## config.mk

```make
export PLATFORM = sky130hd
export DESIGN_NAME = memory_arbiter
export DESIGN_NICKNAME = d
export VERILOG_FILES = /design/src/rtl/store_unit_pkg.sv /design/src/rtl/memory_arbiter.sv
export SDC_FILE = /design/constraint.sdc
export NUM_CORES = 1
export LEC_CHECK = 0
export CORE_ASPECT_RATIO = 1.25
export CORE_UTILIZATION = 34
export CTS_CLUSTER_SIZE = 24
export DETAILED_ROUTE_END_ITERATION = 8
export PLACE_DENSITY = 0.79
export SLEW_MARGIN = 20
export SYNTH_ARGS = -nofsm -noshare
export SYNTH_HDL_FRONTEND = slang
export SYNTH_SLANG_ARGS = --single-unit
```

## constraint.sdc

```tcl
create_clock -name clk_i -period 1.85 [get_ports clk_i]
set_clock_uncertainty 0.05 [all_clocks]
set_input_delay 0.185 -clock clk_i [delete_from_list [all_inputs] [get_ports clk_i]]
set_output_delay 0.185 -clock clk_i [all_outputs]
set_load 0.02 [all_outputs]
```

## src/rtl/store_unit_pkg.sv

```systemverilog
// Shared types and constants for the memory unit (load unit, store buffer,
// memory arbiter).
package store_unit_pkg;

    // Machine word width used on every data/address path.
    localparam int unsigned WORD_W = 32;

    // Access width of a store (loads always travel as a full word).
    typedef enum logic [1:0] {
        WIDTH_BYTE = 2'd0,
        WIDTH_HALF = 2'd1,
        WIDTH_WORD = 2'd2
    } store_width_t;

    // Bus width driven for every load transaction.
    localparam store_width_t WORD = WIDTH_WORD;

    // Memory arbiter transaction sequencer.
    typedef enum logic [1:0] {
        IDLE       = 2'd0,
        LOAD_BUSY  = 2'd1,
        STORE_BUSY = 2'd2
    } arbiter_fsm_t;

endpackage

```

## src/rtl/memory_arbiter.sv

```systemverilog
// Memory arbiter: shares the single external memory bus between the load unit
// and the store buffer drain port, one transaction in flight at a time.
//
// Ports:
//   clk_i, rst_i               clock, synchronous active-high reset
//   flush_i                    pipeline flush (drops pending/in-flight loads)
//   ldu_request_i/address_i    load request, held until ldu_grant_o
//   ldu_grant_o                load accepted (pulse in arbitration cycle)
//   ldu_data_o/ldu_valid_o     returned load data and its one-cycle valid
//   stb_request_i/full_i       store buffer has an entry / is full
//   stb_address/data/width_i   head entry of the store buffer
//   stb_grant_o                store accepted; store buffer pops its head
//   stb_done_o                 store completed on the bus
//   bus_*_o                    registered bus transaction, held to bus_done_i
//   bus_data_i, bus_done_i     read data and single-cycle completion
module memory_arbiter
    import store_unit_pkg::*;
#(
    parameter int unsigned STARVE_LIMIT = 4
) (
    input  logic                clk_i,
    input  logic                rst_i,
    input  logic                flush_i,
    input  logic                ldu_request_i,
    input  logic [WORD_W-1:0]   ldu_address_i,
    output logic                ldu_grant_o,
    output logic [WORD_W-1:0]   ldu_data_o,
    output logic                ldu_valid_o,
    input  logic                stb_request_i,
    input  logic                stb_full_i,
    input  logic [WORD_W-1:0]   stb_address_i,
    input  logic [WORD_W-1:0]   stb_data_i,
    input  store_width_t        stb_width_i,
    output logic                stb_grant_o,
    output logic                stb_done_o,
    output logic                bus_request_o,
    output logic                bus_write_o,
    output logic [WORD_W-1:0]   bus_address_o,
    output logic [WORD_W-1:0]   bus_data_o,
    output store_width_t        bus_width_o,
    input  logic [WORD_W-1:0]   bus_data_i,
    input  logic                bus_done_i
);

    localparam int unsigned CNT_W = $clog2(STARVE_LIMIT + 1);

    arbiter_fsm_t     state;
    logic [CNT_W-1:0] starve_cnt;
    logic             skip_load;
    logic             store_win_c;
    logic             load_win_c;
    logic             starved_c;

    // Arbitration: the grants must pulse in the same cycle as the request,
    // so they are decoded combinationally and only while IDLE.
    always_comb begin
        store_win_c = 1'b0;
        load_win_c  = 1'b0;
        starved_c   = (starve_cnt == CNT_W'(STARVE_LIMIT));
        if (!rst_i && state == IDLE) begin
            if (stb_request_i && (stb_full_i || starved_c || !ldu_request_i)) begin
                store_win_c = 1'b1;
            end else if (ldu_request_i && !flush_i) begin
                load_win_c = 1'b1;
            end
        end
    end

    assign ldu_grant_o = load_win_c;
    assign stb_grant_o = store_win_c;

    // Transaction sequencer, starvation counter and registered bus outputs.
    always_ff @(posedge clk_i) begin
        if (rst_i) begin
            state         <= IDLE;
            starve_cnt    <= '0;
            skip_load     <= 1'b0;
            ldu_data_o    <= '0;
            ldu_valid_o   <= 1'b0;
            stb_done_o    <= 1'b0;
            bus_request_o <= 1'b0;
            bus_write_o   <= 1'b0;
            bus_address_o <= '0;
            bus_data_o    <= '0;
            bus_width_o   <= WIDTH_BYTE;
        end else begin
            ldu_valid_o <= 1'b0;
            stb_done_o  <= 1'b0;
            unique case (state)
                IDLE: begin
                    skip_load <= 1'b0;
                    if (store_win_c) begin
                        state         <= STORE_BUSY;
                        starve_cnt    <= '0;
                        bus_request_o <= 1'b1;
                        bus_write_o   <= 1'b1;
                        bus_address_o <= stb_address_i;
                        bus_data_o    <= stb_data_i;
                        bus_width_o   <= stb_width_i;
                    end else if (load_win_c) begin
                        state         <= LOAD_BUSY;
                        bus_request_o <= 1'b1;
                        bus_write_o   <= 1'b0;
                        bus_address_o <= ldu_address_i;
                        bus_data_o    <= '0;
                        bus_width_o   <= WORD;
                        if (stb_request_i && !starved_c) begin
                            starve_cnt <= starve_cnt + CNT_W'(1);
                        end
                    end
                end
                LOAD_BUSY: begin
                    // The bus cannot be aborted; a flush only hides the result.
                    if (flush_i) begin
                        skip_load <= 1'b1;
                    end
                    if (bus_done_i) begin
                        state         <= IDLE;
                        bus_request_o <= 1'b0;
                        ldu_data_o    <= bus_data_i;
                        ldu_valid_o   <= !(skip_load || flush_i);
                        skip_load     <= 1'b0;
                    end
                end
                STORE_BUSY: begin
                    if (bus_done_i) begin
                        state         <= IDLE;
                        bus_request_o <= 1'b0;
                        stb_done_o    <= 1'b1;
                    end
                end
                default: begin
                    state <= IDLE;
                end
            endcase
        end
    end

endmodule

```

==> metrics.md, run 1 <==
| Metric | Value |
|---|---|
| Number of max-cap violations | 0 |
| CP Launch Point | state[1] |
| Slew of the pin with the lowest slew margin | about 390 ps |
| Syn Inst Count | approximately 400 |
| Final std cells w/o fill | 814 |
| Max-slew headroom | about three quarters |
| Initial Util | around a third |
| Ant. Diodes | 0 |
| Post-synth EDFFs | 0 |
| CP Class | reg2out |
| CP endpoint | stb_grant_o |
| DR WL/cell | between 15 and 20 um |
| Post-Syn Area per Cell | slightly above 10 um2 |
| Pins over their slew limit | 0 |
| Share of post-route cells with drive strength above 1 | a little over a tenth |
| Startpoint Class | flip-flop |
| Reg-to-Reg Start | state[1] |
| DR pass1 iterations | 4 |
| FF-to-FF path depth | 9 |
| Synth warnings | 0 |
| Number of synthesized register bits | roughly 110 |
| Storage element area | 2160 um2 |
| Final instance area | ~7000 um2 |
| CTS tree | built |
| Post-synth top area share | a little over half |
| Cell Rows | between 40 and 50 |
| Post-detailed-placement half-perimeter wirelength | ~9500 um |
| Root buf cell | clkbuf_16 |
| Cells after DPL | between 700 and 800 |
| Layout area overhead | 76.5% |
| CP endpoint kind | output port |
| Initial antenna violation count | 0 |
| Post-synth top area cell | dfxtp_1 |
| Number of global-route vias before repair | 4292 |
| Pre-CTS setup slack | -315 ps |
| Overflow after GRT | 0 |
| Drt drc | 0 |
| Clock Pin Slew Worst Setup and Hold Paths | around 70 ps |
| Status | finished, final reports clean |
| Die area | 12300 um2 |
| Clock Sinks | 108 |
| Synth area leaders | dfxtp_1 (53%), a32o_1 (8.4%), a22o_1 (6.9%) |
| Chip height | around 120 um |
| Tcrit/Tclk final | around 95% |
| Hold Buf Count CTS | 0 |
| Fin Hold WS | between 300 and 400 ps |
| Syn_nets | ~540 |
| Remaining antenna violation count after routing | 0 |
| Minimum clock period | 1760 ps |
| Filler cells | about 960 |
| Layout Nets | 791 |
| Final setup violation count | 0 |
| Sequential cell area fraction in the yosys report | between 50 and 60% |
| Port-buffer cells | 240 |
| Hold Crit Class | reg2reg |
| Core region area | around 12000 um2 |
| Area of the multi-input gates | 1700 um2 |
| F_max | approximately 570 MHz |
| Die W | 99.6 um |
| RD Place Congestion | 0.787 |
| All-Layer GR Usage | a little over a fifth |
| # IOs | between 200 and 250 |
| Clock latency on the worst-skew pair | roughly 340 ps |
| First-pass GRT wire length | 20800 um |
| DRT Wirelength | 13300 um |
| Static leakage power | roughly 2.6 nW |
| Post-synth ARST share | 0% |
| Hold Fails Final Rpt | 0 |
| Clock tree buffer depth | 2 |
| Cts bufs inserted | 9 |
| Vias | roughly 4300 |
| Critical Path RT | between 1500 and 2000 ps |
| Main synth FF type | dfxtp_1 |
| H-tree levels | 3 |
| Worst-path maximum fanout | 3 |
| R2R setup slack | around 100 ps |
| Setup TNS | 0 ps |
| Vias per std cell | between 5 and 6 |
| Post-Syn Area | slightly above 4000 um2 |
| Yosys cell types | 34 |
| Placement Cell Area | slightly below 7000 um2 |
| Peak VDD IR | about 0.0005 V |
| Power Dens Cells | roughly 800 nW/um2 |
| Crit path arrival time | 1530 ps |
| Initial DRC Count | approximately 200 |
| PnR worst setup slack | around 85 ps |
| Largest net degree at the start of global routing | 35 |
| Unrepaired setup endpoints after global routing | true |
| RR Endpoint | bus_address_o[13] |
-- sequential cells by signal (all words and copies together), names as in the netlist --
register	flops
state	2
bus_request_o	1
skip_load	1
ldu_data_o	32
bus_write_o	1
bus_width_o	2
starve_cnt	3
bus_data_o	32
bus_address_o	32
stb_done_o	1
ldu_valid_o	1
-- synth_stat cells (2+ instances only) --
master and n:
dfxtp_1 108, nor3_1 35, o21ai_0 35, a32o_1 34, nor2_1 34, a211oi_1 33, a22o_1 32, clkbuf_1 23
buf_2 10, inv_1 7, a21oi_1 6, ha_1 6, buf_6 4, nand2_1 4, and3_1 3, nand2b_1 3
nand3_1 3, a31o_2 2, and2b_1 2
-- report_power, final --
| group | total [mW] | switching, mW | leakage (nW) | internal (mW) |
|---|---|---|---|---|
| combinational | 1.25 | 0.557 | 1.60 | 0.692 |
| sequential | 2.54 | 0.0730 | 0.882 | 2.46 |
| clock | 1.80 | 0.845 | 0.136 | 0.954 |
| total | 5.58 | 1.48 | 2.62 | 4.11 |
-- cell usage in the layout (no fill, tap or decap), types with 2 or more instances in the layout --
| master | synthesis | routed |
|---|---|---|
| buf_16 | 0 | 2 |
| nand2b_1 | 3 | 3 |
| a211oi_1 | 33 | 28 |
| a22o_1 | 32 | 32 |
| nor3_1 | 35 | 35 |
| o21ai_0 | 35 | 35 |
| a31o_2 | 2 | 2 |
| a211oi_2 | 0 | 5 |
| dfxtp_1 | 108 | 108 |
| nand2_1 | 4 | 4 |
| buf_4 | 0 | 30 |
| a21oi_1 | 6 | 5 |
| nand3_1 | 3 | 3 |
| buf_12 | 0 | 5 |
| clkdlybuf4s50_1 | 0 | 238 |
| and3_1 | 3 | 3 |
| clkinv_2 | 0 | 2 |
| inv_2 | 1 | 2 |
| a32o_1 | 34 | 34 |
| inv_1 | 7 | 6 |
| ha_1 | 6 | 5 |
| nor2_1 | 34 | 34 |
| and2b_1 | 2 | 2 |
| clkbuf_16 | 0 | 9 |
-- worst min-delay path by stage --
| stage | startpoint | cells after the start | slack, ps | endpoint |
|---|---|---|---|---|
| 2_1_floorplan | flush_i | 1 | 210 | ldu_valid_o |
| 3_3_place_gp | skip_load | 1 | 350 | ldu_valid_o |
| 3_5_place_dp | skip_load | 1 | 350 | ldu_valid_o |
| 4_1_cts | skip_load | 1 | 360 | ldu_valid_o |
| 5_1_grt | bus_data_i[3] | 2 | 370 | ldu_data_o[3] |
| 6_report | skip_load | 1 | 360 | ldu_valid_o |
-- worst max-delay path: stages (launching register included) --
cell and delay, ps:
dfxtp_1 320, inv_1 110, ha_4 150, nand2_1 60, a211o_2 310, inv_4 90, buf_4 150
-- area by class of cell --
class / count / area share [%]
Inverter: 9 / 0.508
Clock inverter: 5 / 0.491
Sequential cell: 108 / 30.3
Multi-Input combinational cell: 244 / 23.7
Tap cell: 161 / 2.82
Clock buffer: 11 / 3.40
Timing Repair Buffer: 276 / 38.8
-- logic make-up (layout without fill, tap and decap cells) --
family	Yosys count	in the layout	share of synthesized area, %
AOI/OAI and AO/OA	149	149	28.5
DFF	108	108	53.4
and+or+nand+nor	88	88	10.2
buffers and inverters	47	301	5.75
adders and majority gates	6	6	1.86
muxes	1	1	0.247
-- stage by stage --
step	power, mW	utilization [%]
after global routing	5.82	61.5
after detailed placement	3.80	58.2
final	5.58	61.5
after floorplan	3.08	-
after CTS	5.64	61.1
after global placement	3.77	58.2
-- per-layer routing --
layer	routed length (um)	vias up	share of wire (%)	global-route usage, %
met5	0	-	0	0
met4	242	0	1.8	7.35
met3	1000	20	7.5	6.17
met2	6780	188	51	37.6
met1	5280	2057	40	24.3
li1	-	2008	-	-
-- repair_timing --
item | in CTS | in global routing
setup buffers | 1 | 0
cloned | 2 | 0
pin swaps | 8 | 2
setup endpoints to repair | 29 | 27
gates resized for setup | 15 | 8
Note: power is estimated with default switching activity, not from simulation.
==> inputs of run 2 (changes only) <==
CORE_UTILIZATION = 39   (was 34)
DONT_BUFFER_PORTS = 1   (was unset)
PLACE_DENSITY = 0.57   (was 0.79)
==> run 2 against run 1 <==
Compared with the run above:
- sequential cell count stayed put
- design area is 23% lower
- core utilization is 7.0 points lower
- combinational power is 49% lower
- final cell count is 25% lower
==> metrics.md, run 2 (same netlist as run 1, synthesis figures left out) <==
| Metric | Value |
|---|---|
| F_max | 551 MHz (was 567 MHz) |
| # IOs | 241 (unchanged) |
| Clock Pin Slew Worst Setup and Hold Paths | 70 ps (about the same) |
| CP Class | reg2out (unchanged) |
| Number of global-route vias before repair | 3396 (was 4292) |
| Final setup violation count | 0 (unchanged) |
| First-pass GRT wire length | 17300 um (was 20800 um) |
| Die area | 10800 um2 (was 12300 um2) |
| Critical Path RT | 1620 ps (about the same) |
| Startpoint Class | flip-flop (unchanged) |
| Clock latency on the worst-skew pair | 340 ps (about the same) |
| Hold EP | bus_address_o[23] (was ldu_valid_o) |
| DR pass1 iterations | 4 (unchanged) |
| Status | finished, final reports clean (unchanged) |
| Filler cells | 866 (was 963) |
| R2R setup slack | 70 ps (was 100 ps) |
| Layout Nets | 616 (was 791) |
| RR Endpoint | bus_address_o[24] (was bus_address_o[13]) |
| Slew of the pin with the lowest slew margin | 351 ps (was 390 ps) |
| Wl on met1 | 4370 um (was 5280 um) |
| Number of max-cap violations | 0 (unchanged) |
| Largest net degree at the start of global routing | 39 (was 35) |
| H-tree levels | 3 (unchanged) |
| Unrepaired setup endpoints after global routing | true (unchanged) |
| FF-to-FF path depth | 9 (unchanged) |
| PnR worst setup slack | 34.9 ps (was 85.1 ps) |
| All-Layer GR Usage | 20.7% (was 21.2%) |
| Hold Crit Class | in2reg (was reg2reg) |
| Worst-path maximum fanout | 5 (was 3) |
| Remaining antenna violation count after routing | 0 (unchanged) |
| Max-slew headroom | 76.6% (was 74.0%) |
| Setup TNS | 0 ps (unchanged) |
| CP endpoint kind | output port (unchanged) |
| Initial DRC Count | 158 (was 196) |
| CTS tree | built (unchanged) |
| Placement Cell Area | 4310 um2 (was 6760 um2) |
| Commonest non-fill, non-tap cell in the layout | dfxtp_1 (was clkdlybuf4s50_1) |
| Post-detailed-placement half-perimeter wirelength | 7310 um (was 9460 um) |
| Minimum clock period | 1820 ps (was 1760 ps) |
| Chip height | 116 um (was 124 um) |
| Reg-to-Reg Start | starve_cnt[0] (was state[1]) |
| Power Dens Cells | 988 nW/um2 (was 782 nW/um2) |
| Pre-CTS setup slack | 86.1 ps (was -315 ps) |
| Vias | 3548 (was 4273) |
| Share of post-route cells with drive strength above 1 | 13.4% (was 10.6%) |
| DRT Wirelength | 11700 um (was 13300 um) |
| Most frequent cells in the layout | dfxtp_1 (107), dlygate4sd3_1 (71), o21ai_0 (35), nor3_1 (35) (was clkdlybuf4s50_1 (238), dfxtp_1 (108), o21ai_0 (35), nor3_1 (35)) |
| Highest routing layer actually used | met4 (unchanged) |
| Power consumption | 5.43 mW (was 5.58 mW) |
| Die W | 93.1 um (was 99.6 um) |
| Initial Util | 40.0% (was 34.8%) |
| Port-buffer cells | 0 (was 240) |
| Layout area overhead | 36.0% (was 76.5%) |
| Peak VDD IR | 0.000469 V (was 0.000498 V) |
| Area of the multi-input gates | 1720 um2 (was 1700 um2) |
| Largest regs | bus_address_o x32, bus_data_o x32, ldu_data_o x32 (unchanged) |
| Drt drc | 0 (unchanged) |
| Storage element area | 2160 um2 (about the same) |
| Cell Rows | 41 (was 44) |
| Hold Fails Final Rpt | 0 (unchanged) |
| DR WL/cell | 19.3 um (was 16.4 um) |
| Tcrit/Tclk final | 98.1% (was 95.4%) |
| Clock tree buffer depth | 2 (unchanged) |
| Cts bufs inserted | 9 (unchanged) |
| Ant. Diodes | 0 (unchanged) |
| Static leakage power | 2.04 nW (was 2.62 nW) |
| Crit path arrival time | 1580 ps (was 1530 ps) |
| Vias per std cell | 5.85 (was 5.25) |
| Final core occ | 54.4% (was 61.5%) |
| Metal3 WL | 905 um (was 1000 um) |
| RD Place Congestion | 0.749 (was 0.787) |
| Pins over their slew limit | 0 (unchanged) |
| Core region area | 10100 um2 (was 11600 um2) |
| Initial antenna violation count | 0 (unchanged) |
| Final instance area | 5500 um2 (was 7140 um2) |
| Clock Sinks | 108 (unchanged) |
| Overflow after GRT | 0 (unchanged) |
| Root buf cell | clkbuf_16 (unchanged) |
| Worst hold start | ldu_address_i[23] (was skip_load) |
| Hold path depth | 2 (was 1) |
| Met2 wire len | 6150 um (was 6780 um) |
-- run 2: timing repair --
| action | in CTS | in global routing |
|---|---|---|
| gates cloned | 1 | 0 |
| endpoints found under the setup margin | 2 | 22 |
| pin swaps | 0 | 3 |
| endpoints found under the hold margin | 74 | 1 |
| gates resized for setup | 4 | 13 |
| hold buffers | 70 | 1 |
| buffers inserted | 4 | 3 |
-- run 2: worst max-delay path by stage --
stage / from / cells after the start / end / slack, ps
2_1_floorplan: state[0] / 8 / state[1] / 100
3_3_place_gp: starve_cnt[1] / 8 / bus_address_o[14] / 150
3_5_place_dp: starve_cnt[1] / 8 / bus_address_o[29] / 90
4_1_cts: state[1] / 8 / ldu_grant_o / -30
5_1_grt: starve_cnt[1] / 6 / stb_grant_o / -30
6_report: starve_cnt[0] / 6 / stb_grant_o / 30
-- run 2: cell type report --
cell class                 count  area share [%]
clock buffer                  10            4.16
clock inverter                 6            1.71
inverter                       9           0.705
multi-input combinational    244            31.3
sequential                   108            39.3
tap                          129            2.93
timing repair buffer         101            19.9
-- run 2: power by group --
part	switching, mW	internal, mW	leakage (nW)
Combinational	0.303	0.333	1.01
Clock	0.872	1.20	0.154
Sequential	0.263	2.46	0.883
-- run 2: critical path, cell delays in order (launching register included) --
cell	delay, ps
dfxtp_1	310
inv_1	50
ha_1	160
nand2_2	110
a211o_4	380
inv_6	70
buf_6	140
-- run 2: routing by layer --
layer	GRT usage, %	vias up
met5	0	-
met2	38.5	171
met1	21.5	1698
li1	-	1655
met4	10.5	0
met3	5.31	24
-- run 2: stage by stage --
stage,hold WS (ps),instances
CTS,-161,603
finish,6.04,607
floorplan,211,399
detailed placement,210,512
global placement,209,512
global route,6.83,607
==> inputs of run 3 (changes only) <==
CORE_MARGIN = 2   (was unset)
RECOVER_POWER = 25   (was unset)
SETUP_SLACK_MARGIN = 0.2   (was unset)
==> run 3 against run 2 <==
Compared with the run above:
- first-iteration DRC count is 28% lower
- register-to-register slack better by 130 ps
- design area is 8.5% higher
- sequential cell count stayed put
- routed wire length is 8.4% higher
- largest power group unchanged
- worst hold slack worse by 2.0 ps
- final cell count is 4.6% higher
- setup slack better by 87 ps
==> metrics.md, run 3 (same netlist as run 1, synthesis figures left out) <==
| Metric | Value |
|---|---|
| Vias | 3682 (was 3548) |
| DR WL/cell | 20.0 um (was 19.3 um) |
| Power Dens Cells | 931 nW/um2 (was 988 nW/um2) |
| Pre-CTS setup slack | 66.9 ps (was 86.1 ps) |
| Slew of the pin with the lowest slew margin | 407 ps (was 351 ps) |
| Overflow after GRT | 0 (unchanged) |
| Setup TNS | 0 ps (unchanged) |
| Root buf cell | clkbuf_16 (unchanged) |
| F_max | 579 MHz (was 551 MHz) |
| Hold Crit Class | in2reg (unchanged) |
| RR Endpoint | bus_address_o[27] (was bus_address_o[24]) |
| Power consumption | 5.56 mW (was 5.43 mW) |
| PnR worst setup slack | 122 ps (was 34.9 ps) |
| Initial Util | 40.0% (unchanged) |
| Layout area overhead | 47.6% (was 36.0%) |
| Grt met2 use | 35.8% (was 38.5%) |
| Worst hold start | stb_address_i[1] (was ldu_address_i[23]) |
| Vias per std cell | 5.80 (was 5.85) |
| Cells after DPL | 508 (was 512) |
| M3 GR Usage | 6.85% (was 5.31%) |
| Clock Sinks | 108 (unchanged) |
| Peak VDD IR | 0.000505 V (was 0.000469 V) |
| Clock tree buffer depth | 2 (unchanged) |
| FF-to-FF path depth | 8 (was 9) |
| Share of post-route cells with drive strength above 1 | 21.1% (was 13.4%) |
| RD Place Congestion | 0.762 (was 0.749) |
| CTS tree | built (unchanged) |
| First-pass GRT wire length | 18400 um (was 17300 um) |
| Startpoint Class | flip-flop (unchanged) |
| Commonest non-fill, non-tap cell in the layout | dfxtp_1 (unchanged) |
| H-tree levels | 3 (unchanged) |
| Hold path depth | 2 (unchanged) |
| WP depth | 6 (unchanged) |
| Post-detailed-placement half-perimeter wirelength | 7240 um (was 7310 um) |
| Cts bufs inserted | 9 (unchanged) |
| Met1 global-route usage | 23.4% (was 21.5%) |
| CP endpoint kind | output port (unchanged) |
| Tcrit/Tclk final | 93.4% (was 98.1%) |
| All-Layer GR Usage | 20.7% (about the same) |
| Max-slew headroom | 72.8% (was 76.6%) |
| Static leakage power | 2.25 nW (was 2.04 nW) |
| Clock Pin Slew Worst Setup and Hold Paths | 70 ps (about the same) |
| DR pass1 iterations | 4 (unchanged) |
| Area of the multi-input gates | 1860 um2 (was 1720 um2) |
| Worst Path Buf+Inv | 3 (unchanged) |
| Initial antenna violation count | 0 (unchanged) |
| Reg-to-Reg Start | starve_cnt[0] (unchanged) |
| Storage element area | 2170 um2 (was 2160 um2) |
| Busiest grt layer | met2 (unchanged) |
| Status | finished, final reports clean (unchanged) |
| Core region area | 10100 um2 (unchanged) |
| Layout Nets | 645 (was 616) |
| Final std cells w/o fill | 635 (was 607) |
| # IOs | 241 (unchanged) |
| Die area | 11200 um2 (was 10800 um2) |
| Pins over their slew limit | 0 (unchanged) |
| Ant. Diodes | 0 (unchanged) |
| Number of global-route vias before repair | 3670 (was 3396) |
| DRT Wirelength | 12700 um (was 11700 um) |
| Max incr delay on CP | 360 ps (was 380 ps) |
| Most frequent cells in the layout | dfxtp_1 (105), dlygate4sd3_1 (88), nor3_1 (35), nor2_1 (34), a32o_1 (33) (was dfxtp_1 (107), dlygate4sd3_1 (71), o21ai_0 (35), nor3_1 (35)) |
| Hold Fails Final Rpt | 0 (unchanged) |
| Number of max-cap violations | 0 (unchanged) |
| R2R setup slack | 200 ps (was 70 ps) |
| Crit-path cells | inv_2, ha_4, nand2_4, a211o_4, inv_8, buf_8 (was inv_1, ha_1, nand2_2, a211o_4, inv_6, buf_6) |
| CP Class | reg2out (unchanged) |
| Filler cells | 807 (was 866) |
| Crit path arrival time | 1490 ps (was 1580 ps) |
| Hold EP | bus_address_o[1] (was bus_address_o[23]) |
| Final core occ | 59.1% (was 54.4%) |
| Port-buffer cells | 0 (unchanged) |
| Final setup violation count | 0 (unchanged) |
| Unrepaired setup endpoints after global routing | true (unchanged) |
| Worst-path maximum fanout | 5 (unchanged) |
| Clock latency on the worst-skew pair | 330 ps (was 340 ps) |
| CP top delay family | compound AO/OA/AOI/OAI gates (unchanged) |
| Chip height | 118 um (was 116 um) |
| Largest regs | bus_address_o x32, bus_data_o x32, ldu_data_o x32 (unchanged) |
| Largest net degree at the start of global routing | 37 (was 39) |
| Cell Rows | 41 (unchanged) |
| Minimum clock period | 1730 ps (was 1820 ps) |
| Critical Path RT | 1620 ps (about the same) |
| Initial DRC Count | 114 (was 158) |
| Remaining antenna violation count after routing | 0 (unchanged) |
| Drt drc | 0 (unchanged) |
| Die W | 95.1 um (was 93.1 um) |
| Slowest cell on the critical path | a211o_4 (unchanged) |
run 3: cell types whose count changed in the layout (fill, tap and decap cells not counted), moves of 6 or more:
| cell | before | now |
|---|---|---|
| a211oi_1 | 30 | 24 |
| a211oi_2 | 3 | 9 |
| o21ai_0 | 35 | 2 |
| buf_4 | 17 | 23 |
| o21ai_2 | 1 | 17 |
| dlygate4sd3_1 | 71 | 88 |
| o21ai_1 | 0 | 15 |
run 3: cell type report:
class / instances / area share, %
sequential: 108 / 36.3
multi-input combinational: 244 / 31.1
timing repair buffer: 130 / 23.9
clock buffer: 9 / 3.77
tap: 129 / 2.70
clock inverter: 6 / 1.59
inverter: 9 / 0.692
run 3: where the power goes:
group	internal [mW]	switching [mW]	leakage, nW
combinational	0.419	0.354	1.21
clock	1.19	0.861	0.156
sequential	2.46	0.265	0.884
total	4.08	1.48	2.25
run 3: what timing repair did:
action	in CTS	in global routing
cloned	2	4
endpoints found under the setup margin	69	70
pin swaps	20	4
setup buffers	14	4
endpoints found under the hold margin	88	4
hold buffers	84	4
resized for setup	53	38
run 3: worst max-delay path by stage:
stage                        from           endpoint  slack, ps
CTS                      state[0]        stb_grant_o         90
global placement    starve_cnt[0]  bus_address_o[16]        130
global route             state[0]        ldu_grant_o         60
finish              starve_cnt[0]        stb_grant_o        120
floorplan                state[1]           state[1]        220
detailed placement  starve_cnt[0]  bus_address_o[29]         70
run 3: stage by stage:
stage	cell area [um2]	hold slack, ps
2_1_floorplan	4070	211
3_3_place_gp	4260	209
3_5_place_dp	4260	213
4_1_cts	5680	0.175
5_1_grt	5970	-2.27
6_report	5970	4.00
run 3: routing by layer:
| metal | wire length [um] | vias to the layer above |
|---|---|---|
| met2 | 6690 | 179 |
| li1 | - | 1722 |
| met3 | 932 | 10 |
| met1 | 4990 | 1771 |
| met4 | 98 | 0 |
| met5 | 0 | - |
